$ cat src/rtl/fifo_pkg.sv
// Shared definitions for the word packer: default geometry and packer FSM state codes.
package fifo_pkg;

  localparam int DEF_DW    = 8;
  localparam int DEF_LANES = 4;

  typedef logic [1:0] state_t;

  localparam state_t FILL       = 2'd0;
  localparam state_t FLUSH_WAIT = 2'd1;
  localparam state_t FLUSH_EMIT = 2'd2;

endpackage

$ cat src/rtl/fifo_word_packer_if.sv
// Bundle between the upstream FIFO, the packer and the downstream consumer.
interface fifo_word_packer_if
  import fifo_pkg::*;
#(
  parameter int DW    = DEF_DW,
  parameter int LANES = DEF_LANES
) ();

  logic                  rst_n;
  logic                  empty;
  logic [DW-1:0]         dataout;
  logic                  r_en;
  logic                  flush;
  logic [DW*LANES-1:0]   m_data;
  logic [LANES-1:0]      m_keep;
  logic                  m_valid;
  logic                  m_ready;

  modport master (
    input  empty, dataout, flush, m_ready,
    output r_en, m_data, m_keep, m_valid
  );

  modport slave (
    output rst_n, empty, dataout, flush, m_ready,
    input  r_en, m_data, m_keep, m_valid
  );

endinterface

$ cat src/rtl/fifo_word_packer_pack_out_reg.sv
// Output holding register: captures a packed word on load and holds it until accepted.
module pack_out_reg #(
  parameter int DW    = 8,
  parameter int LANES = 4
) (
  input  logic                clk,
  input  logic                rst_n,
  input  logic                load_i,
  input  logic [DW*LANES-1:0] data_i,
  input  logic [LANES-1:0]    keep_i,
  input  logic                ready_i,
  output logic [DW*LANES-1:0] data_o,
  output logic [LANES-1:0]    keep_o,
  output logic                valid_o,
  output logic                free_o
);

  logic [DW*LANES-1:0] data_q, data_d;
  logic [LANES-1:0]    keep_q, keep_d;
  logic                valid_q, valid_d;

  always_comb begin
    data_d  = data_q;
    keep_d  = keep_q;
    valid_d = valid_q;
    if (load_i) begin
      data_d  = data_i;
      keep_d  = keep_i;
      valid_d = 1'b1;
    end else if (ready_i) begin
      valid_d = 1'b0;
    end
  end

  always_ff @(posedge clk or negedge rst_n) begin
    if (!rst_n) begin
      data_q  <= '0;
      keep_q  <= '0;
      valid_q <= 1'b0;
    end else begin
      data_q  <= data_d;
      keep_q  <= keep_d;
      valid_q <= valid_d;
    end
  end

  assign data_o  = data_q;
  assign keep_o  = keep_q;
  assign valid_o = valid_q;
  assign free_o  = !valid_q || ready_i;

endmodule

$ cat src/rtl/fifo_word_packer.sv
// Packs LANES consecutive FIFO entries into one output word; flush emits a partial word.
module fifo_word_packer
  import fifo_pkg::*;
#(
  parameter int DW    = DEF_DW,
  parameter int LANES = DEF_LANES
) (
  input  logic               clk,
  input  logic               rst_n,
  fifo_word_packer_if.master bus,
  output logic [15:0]        words_out
);

  localparam int FW = $clog2(LANES + 1);
  localparam logic [FW:0]   LANES_O = (FW+1)'(LANES);
  localparam logic [FW-1:0] LANES_F = FW'(LANES);

  state_t              state_q, state_d;
  logic [FW-1:0]       fill_q, fill_d;
  logic                pend_q;
  logic                run_q;
  logic [DW*LANES-1:0] acc_q, acc_d;
  logic [15:0]         wcount_q, wcount_d;

  logic                slotFree, moveNow, flushMove, load, rdEn;
  logic [FW:0]         occ, occEff;
  logic [FW-1:0]       lane;
  logic [LANES-1:0]    keepMask;

  // A read at occupancy LANES is allowed only when the slot is free now, which
  // guarantees the full accumulator can move out on the very cycle the byte lands.
  always_comb begin
    occ       = {1'b0, fill_q} + {{FW{1'b0}}, pend_q};
    moveNow   = (state_q == FILL) && (fill_q == LANES_F) && slotFree;
    flushMove = (state_q == FLUSH_EMIT) && (fill_q != '0) && slotFree;
    load      = moveNow || flushMove;
    occEff    = moveNow ? (occ - LANES_O) : occ;
    rdEn      = run_q && !bus.empty && !bus.flush && (state_q == FILL) &&
                ((occEff < LANES_O) || ((occEff == LANES_O) && slotFree));
    for (int i = 0; i < LANES; i++) keepMask[i] = (i < int'(fill_q));
  end

  always_comb begin
    acc_d  = load ? '0 : acc_q;
    lane   = load ? '0 : fill_q;
    fill_d = (load ? '0 : fill_q) + FW'(pend_q);
    if (pend_q) acc_d[int'(lane)*DW +: DW] = bus.dataout;
    wcount_d = wcount_q + 16'(bus.m_valid && bus.m_ready);
    state_d  = state_q;
    case (state_q)
      FILL:       if (bus.flush) state_d = FLUSH_WAIT;
      FLUSH_WAIT: if (!pend_q) state_d = FLUSH_EMIT;
      FLUSH_EMIT: if ((fill_q == '0) || slotFree) state_d = FILL;
      default:    state_d = FILL;
    endcase
  end

  always_ff @(posedge clk or negedge rst_n) begin
    if (!rst_n) begin
      state_q  <= FILL;
      fill_q   <= '0;
      pend_q   <= 1'b0;
      run_q    <= 1'b0;
      acc_q    <= '0;
      wcount_q <= '0;
    end else begin
      state_q  <= state_d;
      fill_q   <= fill_d;
      pend_q   <= rdEn;
      run_q    <= 1'b1;
      acc_q    <= acc_d;
      wcount_q <= wcount_d;
    end
  end

  pack_out_reg #(.DW(DW), .LANES(LANES)) u_out (
    .clk     (clk),
    .rst_n   (rst_n),
    .load_i  (load),
    .data_i  (acc_q),
    .keep_i  (keepMask),
    .ready_i (bus.m_ready),
    .data_o  (bus.m_data),
    .keep_o  (bus.m_keep),
    .valid_o (bus.m_valid),
    .free_o  (slotFree)
  );

  assign bus.r_en  = rdEn;
  assign words_out = wcount_q;

endmodule

$ cat src/flat_wrapper.sv
// flat-port wrapper written by rule: the top's interface ports become plain ports
module fifo_word_packer_flat import fifo_pkg::*;
#(
  parameter int DW    = DEF_DW,
  parameter int LANES = DEF_LANES
)
  (clk, rst_n, words_out, bus_empty, bus_dataout, bus_flush, bus_m_ready, bus_r_en, bus_m_data, bus_m_keep, bus_m_valid);
  fifo_word_packer_if #(.DW(DW), .LANES(LANES)) bus_i ();
  input  logic clk;
  input  logic rst_n;
  output logic [15:0] words_out;
  input wire logic [$bits(bus_i.empty)-1:0] bus_empty;
  input wire logic [$bits(bus_i.dataout)-1:0] bus_dataout;
  input wire logic [$bits(bus_i.flush)-1:0] bus_flush;
  input wire logic [$bits(bus_i.m_ready)-1:0] bus_m_ready;
  output wire logic [$bits(bus_i.r_en)-1:0] bus_r_en;
  output wire logic [$bits(bus_i.m_data)-1:0] bus_m_data;
  output wire logic [$bits(bus_i.m_keep)-1:0] bus_m_keep;
  output wire logic [$bits(bus_i.m_valid)-1:0] bus_m_valid;
  assign bus_i.empty = bus_empty;
  assign bus_i.dataout = bus_dataout;
  assign bus_i.flush = bus_flush;
  assign bus_i.m_ready = bus_m_ready;
  assign bus_r_en = bus_i.r_en;
  assign bus_m_data = bus_i.m_data;
  assign bus_m_keep = bus_i.m_keep;
  assign bus_m_valid = bus_i.m_valid;
  fifo_word_packer #(.DW(DW), .LANES(LANES)) u_core (.clk(clk), .rst_n(rst_n), .bus(bus_i), .words_out(words_out));
endmodule
$ cat config.mk
export PLATFORM = sky130hd
export DESIGN_NAME = fifo_word_packer_flat
export DESIGN_NICKNAME = d
export VERILOG_FILES = /design/src/rtl/fifo_pkg.sv /design/src/rtl/fifo_word_packer_if.sv /design/src/rtl/fifo_word_packer_pack_out_reg.sv /design/src/rtl/fifo_word_packer.sv /design/src/flat_wrapper.sv
export SDC_FILE = /design/constraint.sdc
export NUM_CORES = 1
export LEC_CHECK = 0
export BUFFER_PORTS_ARGS = -buffer_cell sky130_fd_sc_hd__buf_2
export CAP_MARGIN = 5
export CORE_MARGIN = 2
export CORE_UTILIZATION = 55
export DETAILED_ROUTE_END_ITERATION = 12
export PLACE_DENSITY = 0.8
export SLEW_MARGIN = 20
export SYNTH_ARGS = -nofsm -noshare
export SYNTH_HDL_FRONTEND = slang
export SYNTH_SLANG_ARGS = --single-unit
$ cat constraint.sdc
create_clock -name clk -period 3 [get_ports clk]
set_clock_uncertainty 0.1 [all_clocks]
set_input_delay 0.45 -clock clk [delete_from_list [all_inputs] [get_ports clk]]
set_output_delay 0.45 -clock clk [all_outputs]
set_load 0.02 [all_outputs]
==> results.py <==
metrics = {
    "final_layout": {
        "seq_area_sq_um": 2303,
        "final_cells": 423,
        "finish.instance_area_sq_um": 4447,
        "antenna-diode-count": 0,
        "layout_cells_sized_above_1_pct": 36.13,
        "n_fill_cell": 467,
        "area_growth_synth_to_finish_pct": 19.34,
        "final_net_count": 361,
        "area_taken_by_multi_input_logic_gates_sq_um": 1350,
        "utilization_pct": 68.85,
    },
    "placement": {
        "place_worst_setup_slack_ns": 0.08697,
        "placedInstanceArea_sq_um": 4151,
        "gp_congestion": 0.7855,
        "io_buffers": 66,
        "dp_hpwl_um": 4791,
        "number_of_cells_in_the_design_after_placement": 407,
    },
    "timing": {
        "max_clock_freq_mhz": 352.7,
        "fin_crit_ns": 2.835,
        "setup_viol": 0,
        "timing.max_slew.rel_slack_pct": 46.38,
        "max_slew.worst_pin.slew_ns": 0.7981,
        "final.period_utilization_pct": 94.51,
        "finalHoldViolations": 0,
        "grt_setup_unrepaired": "no",
        "sum_of_negative_setup_slack_ns": 0,
        "hold-worst-slack_ns": 0.003901,
        "setup_slack_ns": 0.1646,
        "slew_viol_final": 0,
    },
    "routing": {
        "detail_route.iter0.violations": 165,
        "drtAntennaViolNets": 0,
        "detailedRoute.firstPassIterationCount": 4,
        "detail_route.wirelength_um": 7237,
        "detail_route.drc_violations": 0,
        "wirelength_per_cell_um": 17.11,
        "avgViaCountPerCell": 5.716,
        "num_vias": 2418,
    },
    "power": {
        "swShare_pct": 32.24,
        "total_power_mw": 4.004,
        "power_switching_mw": 1.291,
        "power_frac_comb_pct": 27.4,
        "total_leakage_power_nw": 2.315,
        "power_frac_seq_pct": 43.5,
        "internal-power_mw": 2.713,
        "ir_worst_vdd_v": 0.0004742,
        "clkPwrFrac_pct": 29.1,
        "power-per-cell-area_nw_per_um2": 900.3,
    },
    "global_route": {
        "grt.overflow.total": 0,
        "grt_antenna_before_repair": 0,
        "grt_use_total_pct": 20.97,
        "grt_pass1_vias": 2236,
        "first_pass_grt_wire_length_um": 11870,
        "maximum_number_of_pins_on_one_net_before_global_route_repair": 93,
    },
    "clock_network": {
        "number_of_buffers_created_by_cts": 9,
        "cts.reportedPaths.clkPinSlew_ns": 0.09,
        "ctsRootBufferMaster": "clkbuf_8",
        "cts_tree": "done",
        "cts-hold-fix-buffers": 0,
        "worst_skew_pair.late_latency_ns": 0.35,
        "clock_sinks": 92,
        "post_cts_resize_count": 0,
        "postCtsSetupBuffers": 0,
        "htree_levels": 3,
        "cts_buffer_depth": 2,
    },
    "die": {
        "dieArea_sq_um": 7449,
        "core_region_area_sq_um": 6459,
        "num_rows": 29,
        "pin_count": 67,
        "die_x_um": 86.31,
        "initial_core_util_pct": 57.69,
        "floorplan.die.height_um": 86.31,
    },
    "synthesis": {
        "synth_top_area_share_pct": 61.79,
        "synth_simple_gate_area_share_pct": 7.589,
        "synthAdderAreaFrac_pct": 2.351,
        "syn_nets": 288,
        "yosysUniqueCellTypes": 42,
        "synth_warnings": 0,
        "yosys.area_share.xor_xnor_pct": 3.761,
        "avgSynthCellArea_sq_um": 13.90,
        "synth-compound-area-share_pct": 12.19,
        "muxShareOfSynthArea_pct": 10.24,
        "synth.yosys.seq_area_share_pct": 61.79,
        "largest_family_of_logic_cells_by_synthesized_area": "compound AO/OA/AOI/OAI gates",
        "synth_top_cells_by_area": "dfrtp_1 62%, mux2_2 9.4%, a22o_1 7.8%",
        "syn_area_sq_um": 3726,
        "syn_inst": 268,
        "ys_seq_elements": 92,
        "synthDominantAreaCellType": "dfrtp_1",
    },
    "setup_path": {
        "critical_path_peak_fanout": 12,
        "crit_path_slowest_cell": "dfrtp_2",
        "delay_of_the_slowest_cell_on_the_worst_path_ns": 0.50,
        "cell_repeated_most_along_the_worst_path": "ha_1",
        "timing.critical_path.max_delay_family": "compound AO/OA/AOI/OAI gates",
        "setup.worst_path.class": "reg2out",
        "worstSetupStartpointType": "register",
        "crit_path_cell_trace": "ha_1 -> ha_1 -> o41ai_1 -> a21oi_1 -> a211oi_1 -> buf_2",
        "worst_ep_required_time_ns": 2.45,
        "critPathBufInv": 1,
        "cp-end-kind": "output port",
        "worst-endpoint-arrival_ns": 2.29,
    },
    "hold_path": {
        "hold_path_class": "in2async",
    },
    "status": {
        "run_status": "completed",
    },
    "job": {
        "maxcap_viol_count": 0,
    },
}
Yosys cell counts, drive strengths merged:
library cell  count
or2               3
nand2             9
o21bai            1
a21oi             7
nand4             3
nor3b             1
o2111ai           1
mux2             33
and4              1
mux2i             1
nor2b             2
ha                7
o21ai             3
o31ai             1
and2              3
a22o             33
nand3             7
inv               4
nor4              2
nor3              5
a31oi             2
nor2              9
xor2              5
conb              1
o41ai             2
xnor2            11
or3               1
buf               7
and3              3
a211oi            2
nand2b            3
dfrtp            92
a311oi            1
clkbuf            1
or3b              1
cell families after synthesis:
family | count (synthesis)
AND/OR/NAND/NOR | 53
other | 1
multiplexers | 34
XOR/XNOR | 16
flip-flops | 92
buffers and inverters | 12
AO/OA/AOI/OAI | 53
adder cells (fa/ha/maj) | 7
worst reg2reg max path: cells and delay by family (launching register included):
family | cells | cell delay (ns)
flops | 1 | 0.37
fa+ha+maj | 1 | 0.32
compound gates | 4 | 1.22
xor+xnor | 1 | 0.18
simple gates | 1 | 0.45
final timing paths:
| path | start | depth (start not counted) | end | slack, ns |
|---|---|---|---|---|
| worst min register to register | u_core.words_out[15]$_DFF_PN0_ | 1 | u_core.words_out[15]$_DFF_PN0_ | 0.37 |
| worst max register to register | u_core.u_out.valid_o$_DFFE_PN0P_ | 7 | u_core.acc_q[10]$_DFF_PN0_ | 0.23 |
| worst max-delay path | u_core.fill_q[0]$_DFF_PN0_ | 6 | bus_r_en | 0.16 |
| worst min-delay path | rst_n | 2 | u_core.words_out[9]$_DFF_PN0_ | 0.004 |
| min in group clk | bus_flush | 3 | u_core.state_q[0]$_DFFE_PN0P_ | 0.25 |
| max in group asynchronous | rst_n | 2 | u_core.fill_q[0]$_DFF_PN0_ | 2.37 |
sequential cells by signal, summed over array words and instances (netlist names):
name,count
u_core.fill_q,3
u_core.run_q,1
u_core.words_out,16
u_core.acc_q,32
u_core.u_out.valid_o,1
u_core.state_q,2
u_core.u_out.keep_o,4
u_core.u_out.data_o,32
u_core.pend_q,1
power by group through the flow:
stage          Combinational (mW)  Clock, mW  Sequential (mW)
2_1_floorplan               0.631          0             1.88
3_3_place_gp                 1.06          0             1.75
3_5_place_dp                 1.10          0             1.76
4_1_cts                      1.11       1.19             1.74
5_1_grt                      1.19       1.24             1.78
6_report                     1.10       1.17             1.74
final cells by class:
type                            instances  share of cell area (%)
Clock buffer                            9                   2.786
Clock inverter                          7                   3.827
Sequential cell                        92                   51.80
Tap cell                               77                   2.167
Inverter                                4                  0.3376
Timing Repair Buffer                   70                   8.723
Multi-Input combinational cell        164                   30.36
routing by layer:
layer	GRT usage, %	routed length, um	vias up
li1	-	-	1124
met1	30.89	3369	1211
met2	30.16	3339	73
met3	5.238	403	10
met4	8.381	124	0
met5	0	0	-
cells in the final DEF (no fill, tap or decap), types with 2 or more instances in the layout:
cell type,Yosys,layout
a21oi_1,7,7
dfrtp_1,92,91
xor2_1,5,5
bufinv_16,0,5
mux2_1,2,2
nand2_1,9,9
nor2_1,9,9
buf_4,1,3
mux2_2,31,31
nand4_1,3,3
xnor2_1,11,11
o21ai_0,3,3
clkbuf_8,0,9
or2_2,3,3
buf_12,0,2
nor3_1,5,5
buf_2,2,65
nand2b_1,3,3
ha_1,7,7
nand3_1,7,7
and3_1,3,3
inv_1,4,4
and2_1,3,3
a22o_1,33,33
nor4_1,2,2
nor2b_1,2,2
No activity file was read; power rests on OpenSTA's default activity.
